$ cat src/rtl/d_e_pipe_reg_if.sv
// ----------------------------------------------------------------------------
// d_e_pipe_reg_if
//   Bundle of the signals crossing the Decode->Execute pipeline register.
//
//   Valid semantics: d_valid / e_valid mark the stage as holding a real
//   instruction. There is no ready signal. Back-pressure is expressed only by
//   the hazard unit through stall_i, and flush_i kills the E stage. A field
//   accompanied by valid=0 is inert: downstream logic must not act on it.
//
//   master : decode side + hazard unit + CP0 (drives d_*, stall_i, flush_i;
//            observes e_*)
//   slave  : the pipeline register itself (consumes d_*, stall_i, flush_i;
//            drives e_*)
//
//   Signals
//     stall_i    hazard unit: hold D, insert a bubble into E
//     flush_i    CP0 exception/interrupt/eret taken: kill E contents
//     d_valid    D holds a real instruction
//     d_pc       D-stage PC
//     d_instr    D-stage instruction word
//     d_rs_data  forwarded GPR[rs]
//     d_rt_data  forwarded GPR[rt]
//     d_ext      extended immediate
//     d_excode   pending exception code (0 = none)
//     d_bd       D instruction sits in a branch delay slot
//     d_tnew     cycles until the D result is available, counted at D
//     e_*        registered copies for the E stage (e_tnew is Tnew seen at E)
// ----------------------------------------------------------------------------
interface d_e_pipe_reg_if #(
    parameter int EXC_W = 5
);
    logic             stall_i;
    logic             flush_i;

    logic             d_valid;
    logic [31:0]      d_pc;
    logic [31:0]      d_instr;
    logic [31:0]      d_rs_data;
    logic [31:0]      d_rt_data;
    logic [31:0]      d_ext;
    logic [EXC_W-1:0] d_excode;
    logic             d_bd;
    logic [1:0]       d_tnew;

    logic             e_valid;
    logic [31:0]      e_pc;
    logic [31:0]      e_instr;
    logic [31:0]      e_rs_data;
    logic [31:0]      e_rt_data;
    logic [31:0]      e_ext;
    logic [EXC_W-1:0] e_excode;
    logic             e_bd;
    logic [1:0]       e_tnew;

    modport master (
        output stall_i, flush_i,
        output d_valid, d_pc, d_instr, d_rs_data, d_rt_data, d_ext,
        output d_excode, d_bd, d_tnew,
        input  e_valid, e_pc, e_instr, e_rs_data, e_rt_data, e_ext,
        input  e_excode, e_bd, e_tnew
    );

    modport slave (
        input  stall_i, flush_i,
        input  d_valid, d_pc, d_instr, d_rs_data, d_rt_data, d_ext,
        input  d_excode, d_bd, d_tnew,
        output e_valid, e_pc, e_instr, e_rs_data, e_rt_data, e_ext,
        output e_excode, e_bd, e_tnew
    );
endinterface

$ cat src/rtl/d_e_pipe_reg.sv
// ----------------------------------------------------------------------------
// d_e_pipe_reg
//   Decode->Execute pipeline register of the 5-stage MIPS core (with CP0
//   exceptions). Latches the decode-stage results for the E stage and
//   implements bubble insertion on stall and flush on exception/eret.
//
//   Ports
//     clk    in  rising-edge clock for all state
//     reset  in  synchronous, active-high reset
//     bus    d_e_pipe_reg_if.slave: stall_i, flush_i, d_* in; e_* out
//
//   Per-edge priority: reset > flush_i > stall_i > normal load.
//   Every output comes straight from a flop: one cycle D->E latency and no
//   combinational path from any input to any output.
// ----------------------------------------------------------------------------
module d_e_pipe_reg #(
    parameter logic [31:0] RESET_PC   = 32'h0000_3000,
    parameter logic [31:0] HANDLER_PC = 32'h0000_4180,
    parameter int          EXC_W      = 5
) (
    input logic            clk,
    input logic            reset,
    d_e_pipe_reg_if.slave  bus
);

    logic             valid_q;
    logic [31:0]      pc_q;
    logic [31:0]      instr_q;
    logic [31:0]      rs_data_q;
    logic [31:0]      rt_data_q;
    logic [31:0]      ext_q;
    logic [EXC_W-1:0] excode_q;
    logic             bd_q;
    logic [1:0]       tnew_q;

    // One stage has elapsed by the time the instruction reaches E, so the
    // remaining Tnew drops by one. It saturates at zero: a result already
    // available at D must not turn into "3 cycles away" by wrapping.
    logic [1:0] tnew_dec;

    always_comb begin
        tnew_dec = 2'd0;
        if (bus.d_tnew != 2'd0) begin
            tnew_dec = bus.d_tnew - 2'd1;
        end
    end

    always_ff @(posedge clk) begin
        if (reset) begin
            valid_q   <= 1'b0;
            pc_q      <= RESET_PC;
            instr_q   <= 32'd0;
            rs_data_q <= 32'd0;
            rt_data_q <= 32'd0;
            ext_q     <= 32'd0;
            excode_q  <= '0;
            bd_q      <= 1'b0;
            tnew_q    <= 2'd0;
        end else if (bus.flush_i) begin
            // Exception/eret taken: E is killed and points at the handler.
            // A concurrent stall is irrelevant because E is emptied anyway.
            valid_q   <= 1'b0;
            pc_q      <= HANDLER_PC;
            instr_q   <= 32'd0;
            rs_data_q <= 32'd0;
            rt_data_q <= 32'd0;
            ext_q     <= 32'd0;
            excode_q  <= '0;
            bd_q      <= 1'b0;
            tnew_q    <= 2'd0;
        end else if (bus.stall_i) begin
            // Bubble. PC and BD still follow D so that an interrupt landing
            // on the bubble reports the EPC/BD of the held instruction.
            valid_q   <= 1'b0;
            pc_q      <= bus.d_pc;
            instr_q   <= 32'd0;
            rs_data_q <= 32'd0;
            rt_data_q <= 32'd0;
            ext_q     <= 32'd0;
            excode_q  <= '0;
            bd_q      <= bus.d_bd;
            tnew_q    <= 2'd0;
        end else begin
            // Normal load. Fields are copied verbatim even when d_valid=0;
            // valid_q=0 marks them inert. Exception codes pass through
            // unchanged: this block never creates or masks them.
            valid_q   <= bus.d_valid;
            pc_q      <= bus.d_pc;
            instr_q   <= bus.d_instr;
            rs_data_q <= bus.d_rs_data;
            rt_data_q <= bus.d_rt_data;
            ext_q     <= bus.d_ext;
            excode_q  <= bus.d_excode;
            bd_q      <= bus.d_bd;
            tnew_q    <= tnew_dec;
        end
    end

    assign bus.e_valid   = valid_q;
    assign bus.e_pc      = pc_q;
    assign bus.e_instr   = instr_q;
    assign bus.e_rs_data = rs_data_q;
    assign bus.e_rt_data = rt_data_q;
    assign bus.e_ext     = ext_q;
    assign bus.e_excode  = excode_q;
    assign bus.e_bd      = bd_q;
    assign bus.e_tnew    = tnew_q;

endmodule
$ cat src/flat_wrapper.sv
// flat-port wrapper written by rule: the top's interface ports become plain ports
module d_e_pipe_reg_flat 
#(
    parameter logic [31:0] RESET_PC   = 32'h0000_3000,
    parameter logic [31:0] HANDLER_PC = 32'h0000_4180,
    parameter int          EXC_W      = 5
)
  (clk, reset, bus_stall_i, bus_flush_i, bus_d_valid, bus_d_pc, bus_d_instr, bus_d_rs_data, bus_d_rt_data, bus_d_ext, bus_d_excode, bus_d_bd, bus_d_tnew, bus_e_valid, bus_e_pc, bus_e_instr, bus_e_rs_data, bus_e_rt_data, bus_e_ext, bus_e_excode, bus_e_bd, bus_e_tnew);
  d_e_pipe_reg_if #(.EXC_W(EXC_W)) bus_i ();
  input logic clk;
  input logic reset;
  input wire logic [$bits(bus_i.stall_i)-1:0] bus_stall_i;
  input wire logic [$bits(bus_i.flush_i)-1:0] bus_flush_i;
  input wire logic [$bits(bus_i.d_valid)-1:0] bus_d_valid;
  input wire logic [$bits(bus_i.d_pc)-1:0] bus_d_pc;
  input wire logic [$bits(bus_i.d_instr)-1:0] bus_d_instr;
  input wire logic [$bits(bus_i.d_rs_data)-1:0] bus_d_rs_data;
  input wire logic [$bits(bus_i.d_rt_data)-1:0] bus_d_rt_data;
  input wire logic [$bits(bus_i.d_ext)-1:0] bus_d_ext;
  input wire logic [$bits(bus_i.d_excode)-1:0] bus_d_excode;
  input wire logic [$bits(bus_i.d_bd)-1:0] bus_d_bd;
  input wire logic [$bits(bus_i.d_tnew)-1:0] bus_d_tnew;
  output wire logic [$bits(bus_i.e_valid)-1:0] bus_e_valid;
  output wire logic [$bits(bus_i.e_pc)-1:0] bus_e_pc;
  output wire logic [$bits(bus_i.e_instr)-1:0] bus_e_instr;
  output wire logic [$bits(bus_i.e_rs_data)-1:0] bus_e_rs_data;
  output wire logic [$bits(bus_i.e_rt_data)-1:0] bus_e_rt_data;
  output wire logic [$bits(bus_i.e_ext)-1:0] bus_e_ext;
  output wire logic [$bits(bus_i.e_excode)-1:0] bus_e_excode;
  output wire logic [$bits(bus_i.e_bd)-1:0] bus_e_bd;
  output wire logic [$bits(bus_i.e_tnew)-1:0] bus_e_tnew;
  assign bus_i.stall_i = bus_stall_i;
  assign bus_i.flush_i = bus_flush_i;
  assign bus_i.d_valid = bus_d_valid;
  assign bus_i.d_pc = bus_d_pc;
  assign bus_i.d_instr = bus_d_instr;
  assign bus_i.d_rs_data = bus_d_rs_data;
  assign bus_i.d_rt_data = bus_d_rt_data;
  assign bus_i.d_ext = bus_d_ext;
  assign bus_i.d_excode = bus_d_excode;
  assign bus_i.d_bd = bus_d_bd;
  assign bus_i.d_tnew = bus_d_tnew;
  assign bus_e_valid = bus_i.e_valid;
  assign bus_e_pc = bus_i.e_pc;
  assign bus_e_instr = bus_i.e_instr;
  assign bus_e_rs_data = bus_i.e_rs_data;
  assign bus_e_rt_data = bus_i.e_rt_data;
  assign bus_e_ext = bus_i.e_ext;
  assign bus_e_excode = bus_i.e_excode;
  assign bus_e_bd = bus_i.e_bd;
  assign bus_e_tnew = bus_i.e_tnew;
  d_e_pipe_reg #(.RESET_PC(RESET_PC), .HANDLER_PC(HANDLER_PC), .EXC_W(EXC_W)) u_core (.clk(clk), .reset(reset), .bus(bus_i));
endmodule
$ cat config.mk
export PLATFORM = sky130hd
export DESIGN_NAME = d_e_pipe_reg_flat
export DESIGN_NICKNAME = d
export VERILOG_FILES = /design/src/rtl/d_e_pipe_reg_if.sv /design/src/rtl/d_e_pipe_reg.sv /design/src/flat_wrapper.sv
export SDC_FILE = /design/constraint.sdc
export NUM_CORES = 1
export LEC_CHECK = 0
export CAP_MARGIN = 20
export CORE_AREA = 3 3 131 133
export CTS_CLUSTER_SIZE = 8
export DETAILED_ROUTE_END_ITERATION = 12
export DIE_AREA = 0 0 134 136
export PLACE_DENSITY = 0.77
export SLEW_MARGIN = 20
export SYNTH_ARGS = -nofsm -noshare
export SYNTH_HDL_FRONTEND = slang
export SYNTH_SLANG_ARGS = --single-unit
$ cat constraint.sdc
create_clock -name clk -period 1.1 [get_ports clk]
set_input_delay 0.275 -clock clk [delete_from_list [all_inputs] [get_ports clk]]
set_output_delay 0.275 -clock clk [all_outputs]
set_load 0.01 [all_outputs]
# Word-level counts from Yosys, hierarchy flattened

Index checks and enable logic that the tools add are counted.

Bits in registers: 169
Bits of input ports: 173
Output and inout bits: 169
Word-level logic and storage cells: 17

Add/sub/neg operators: 1
Mux-type cells: 1
Bitwise operators: 1
Reduce and logical (&&, ||, !) cells: 4

Operators by type and width:

| cell                                             | count |
|---|---|
| 2-to-1 mux 15 bit                                | 1 |
| OR reduction 4 bit                               | 1 |
| OR reduction 3 bit                               | 1 |
| nonzero test 2 bit                               | 1 |
| OR reduction 2 bit                               | 1 |
| subtractor 2 x 1 -> 2 bit, second input constant | 1 |
| NOT 1 bit                                        | 1 |

# Depth between registers and ports, before layout

Word-level depth: 3
Gate-level depth with buffers: 5
Gate-level depth less buffers: 4

# Worst setup path before layout

Ideal clock, no wire load.

Path kind: input -> register
Start point: input port reset
End point: register u_core.ext_q[0] (netlist: u_core.bus.e_ext[0])
Library setup time: 57 ps
Data arrival time: 1078 ps
Data required time: 1043 ps
Path slack: -36 ps
Stages on the path: 5
Buffers on the path: 3
Cell sequence: buf_6 nor3_4 buf_8 buf_8 and2_2

Longest elaborated chain between the ends: 1

Ends and longest elaborated chain:

| what                         | RTL line           | source |
|---|---|---|
| start: declaration           | flat_wrapper.sv:11 | `input logic reset;` |
| OR reduction 3 bit (no line) | n/a                |  |
| end signal: assignment       | d_e_pipe_reg.sv:92 | `ext_q <= bus.d_ext;` |
| end: declaration             | d_e_pipe_reg.sv:31 | `logic [31:0] ext_q;` |

No other way between the ends.
A chain may end at the register's enable or synchronous reset.

# Worst setup path after layout

Start point: register u_core.excode_q[1] (netlist: u_core.bus.e_excode[1])
End point: output port bus_e_excode[1]

RTL lines:

| what                     | RTL line           | source |
|---|---|---|
| start: declaration       | d_e_pipe_reg.sv:32 | `logic [EXC_W-1:0] excode_q;` |
| start signal: assignment | d_e_pipe_reg.sv:93 | `excode_q <= bus.d_excode;` |
| end: declaration         | flat_wrapper.sv:29 | `output wire logic [$bits(bus_i.e_excode)-1:0] bus_e_excode;` |

No word-level cell between the ends.

==> results.txt <==
Setup repair after global routing could not meet its margin everywhere. For this run, the number of Yosys warnings is 0. Counting every net in the synthesized netlist gives 539. The worst setup path is launched from a flop. The least setup slack across all paths after layout came out at -0.0293 ns. The I/O pin count is 342. CTS built an H-tree with a depth of 4. At the pin with the least slew margin, the transition time is 0.219 ns. The share of the Yosys chip area taken by registers is 0.718. The checks that failed: negative setup slack. CTS placed an instance of sky130_fd_sc_hd__clkbuf_16 at the clock tree root. The critical path depth is 1.

The sequential cell area is 3490 um^2. Leaving out fill and tap cells, the most frequent cells in the layout are sky130_fd_sc_hd__clkdlybuf4s50_1, sky130_fd_sc_hd__and2_1, sky130_fd_sc_hd__buf_6. The detailed placement HPWL came out at 11000 um. Buffers placed on the I/O ports in this run total 341. The share of post-route cells with drive strength above 1 came out at 0.484. In this run, CTS created clock tree buffers numbering 17. The endpoint class of the critical path is a primary output. The worst hold path belongs to the class input pin to flop.

The detailed-routed wire length on met3 came out at 1850 um. The first global-routing pass estimated 20800 um of wire. The clock-pin slew on the worst setup and hold paths came out at around 0.06 ns. The number of nets at the end of the flow is between 800 and 900. Wires add up to roughly 15000 um. The worst setup path is of the flop to primary output kind. In this run the power density over the cells is roughly 1500 nW/um^2. The initialized floorplan defines 46 standard-cell rows.

The total routing resource utilization after global routing came out at 0.152. The largest buffer count on any clock path came out at 2. The initial antenna violation count is 1. The number of library cell types mapped by synthesis came out at 12. The fill cell total of the finished layout is 1362. The final weighted congestion of routability-driven global placement is 0.747. The number of sinks on the clock net came out at 169. In this run the horizontal extent of the chip is 134 um.

The non-filler instance count after layout is 947. The number of global-route vias before repair was 3779. The worst slew slack as a fraction of its limit is 0.854. The repair_antennas step left the layout with diodes totalling 0. The pre-antenna-repair detailed-routing pass consisted of 4 iterations. The critical path goes through buf_6. After technology mapping, the gate count stands at 365.

The total of flip-flops plus latches after synthesis came out at about 170. The initial core utilization is 0.295. The largest fanout on the critical path is 1. Tracing the worst setup path back leads to its startpoint at u_core.bus.e_excode[1]$_SDFF_PP0_. The number of vias after detailed routing came out at 3691. The kind of cell with the highest combined delay along the critical path is flip-flops. Timing would allow up to 886 MHz. The required time at the worst-slack endpoint came out at 0.82 ns. The die height came out at 136 um.

The number of DRC markers after the initial detailed-route iteration is approximately 90. The number of violations of the max-capacitance limit is 0. The most common library cell in the layout ignoring fill and taps is sky130_fd_sc_hd__clkdlybuf4s50_1. The post-detailed-route DRC marker count is 0.

The slowest stage of the critical path is the sky130_fd_sc_hd__dfxtp_2 cell. The total congestion overflow after global routing is 0. The run finished, with violations left. The met2 wirelength from detailed routing came out at 7310 um. The highest layer touched by signal routing is met5. The total count of hold-check failures in the final report came to 0. The max-slew violation count is 0. After detailed routing, the average wire length per cell comes to 15.4 um. The pin count of the biggest net entering global routing came out at 64.

TritonCTS built the clock tree. Dividing the synthesized area by the synthesized cell count gives 12.9 um^2. In this design, the stage delay of the slowest critical-path cell is 0.33 ns.

The floorplan die area came out at about 18000 um^2. The worst path arrival time came out at 0.85 ns. The count of nets left with antenna violations once routing finished came out at 0. The met1 wire length is 5210 um.

The number of buffers and inverters on the critical path is 1. The average vias per placed instance is between 3 and 4. The multi-input combinational cell area came out at 1170 um^2. The area growth from synthesis to layout is 87.1%.

The final instance area came out at 8810 um^2. After detailed placement, the design holds a cell count of roughly 910. The leakage power figure came out at 4.00 nW. The total standard cell area after synthesis is 4710 um^2. After detailed placement, the total cell area comes to 8330 um^2. VDD sags by at most between 0.9 and 1 mV. The area of the core came out at 15900 um^2. The part of the cycle the worst path needs came out at 1.03. The critical path ends at bus_e_excode[1]. The number of hold buffers added after cts is 0.

The post-layout minimum cycle time is roughly 1.1 ns. The setup-violating endpoint count in the final report came out at 169.
==> what timing repair did <==
item	in CTS	in global routing
resized for setup	756	116
endpoints found under the setup margin	319	169
cloned	2	0
setup buffers	1	0
pin swaps	2	0
==> power breakdown <==
part	internal (W)	total, W	switching (W)
Sequential	0.00632	0.00639	0.0000635
Combinational	0.000906	0.00129	0.000381
Clock	0.00319	0.00567	0.00248
==> layer usage <==
layer | vias to the layer above | track usage
met3 | 18 | 0.0796
met1 | 1645 | 0.151
met5 | - | 0
li1 | 1808 | -
met4 | 2 | 0.0543
met2 | 218 | 0.272
==> stage by stage <==
stage          power (W)  setup slack (ns)  setup TNS, ns   util  hold slack, ns
6_report          0.0133           -0.0293          -2.62  0.553           0.156
5_1_grt           0.0138           -0.0725          -8.67  0.553           0.142
3_5_place_dp     0.00782            -0.541         -84.06  0.523           0.843
3_3_place_gp     0.00780            -0.498         -78.51  0.523           0.837
4_1_cts           0.0134           -0.0640          -7.40  0.526           0.133
2_1_floorplan    0.00679            0.0105              0      -           0.347
==> flip-flops by register name, summed over array words and instances, names as in the netlist <==
register and flops:
u_core.bus.e_excode 5, u_core.bus.e_ext 32, u_core.bus.e_rt_data 32, u_core.bus.e_pc 32, u_core.bus.e_valid 1, u_core.bus.e_tnew 2, u_core.bus.e_bd 1, u_core.bus.e_rs_data 32
u_core.bus.e_instr 32
==> how the worst min path moves through the flow <==
stage	start	to	slack [ns]	cells past startpoint
floorplan	bus_d_tnew[0]	u_core.bus.e_tnew[0]$_SDFF_PP0_	0.35	1
global placement	bus_d_tnew[0]	u_core.bus.e_tnew[0]$_SDFF_PP0_	0.84	2
detailed placement	bus_d_instr[12]	u_core.bus.e_instr[12]$_SDFF_PP0_	0.84	2
CTS	bus_d_tnew[0]	u_core.bus.e_tnew[0]$_SDFF_PP0_	0.13	2
global route	bus_d_tnew[0]	u_core.bus.e_tnew[0]$_SDFF_PP0_	0.14	2
finish	bus_d_tnew[0]	u_core.bus.e_tnew[0]$_SDFF_PP0_	0.16	2
==> synthesized netlist by cell type <==
library cell	instances	area [um^2]
sky130_fd_sc_hd__dfxtp_1	169	3380
sky130_fd_sc_hd__nor3_4	1	16.3
sky130_fd_sc_hd__nor2_1	9	33.8
sky130_fd_sc_hd__or4_1	1	7.51
sky130_fd_sc_hd__inv_1	3	11.3
sky130_fd_sc_hd__buf_8	7	105
sky130_fd_sc_hd__and2_1	109	682
sky130_fd_sc_hd__ha_1	1	12.5
sky130_fd_sc_hd__a21o_1	2	15.0
sky130_fd_sc_hd__clkbuf_1	9	33.8
sky130_fd_sc_hd__buf_6	1	11.3
sky130_fd_sc_hd__and2_2	53	398
==> layout make-up <==
cell class / count / area share
timing repair buffer: 351 / 0.375
inverter: 3 / 0.00128
tap: 216 / 0.0307
sequential: 169 / 0.397
clock buffer: 19 / 0.0503
multi-input combinational: 176 / 0.133
clock inverter: 13 / 0.0132
==> cells by family (layout without fill, tap and decap cells) <==
family / after synthesis / count (layout) / share of synthesized area
buf+inv: 20 / 386 / 0.0343
flops: 169 / 169 / 0.718
compound gates: 2 / 2 / 0.00319
fa+ha+maj: 1 / 1 / 0.00266
simple gates: 173 / 173 / 0.241
(Power assumes the default switching activity.)
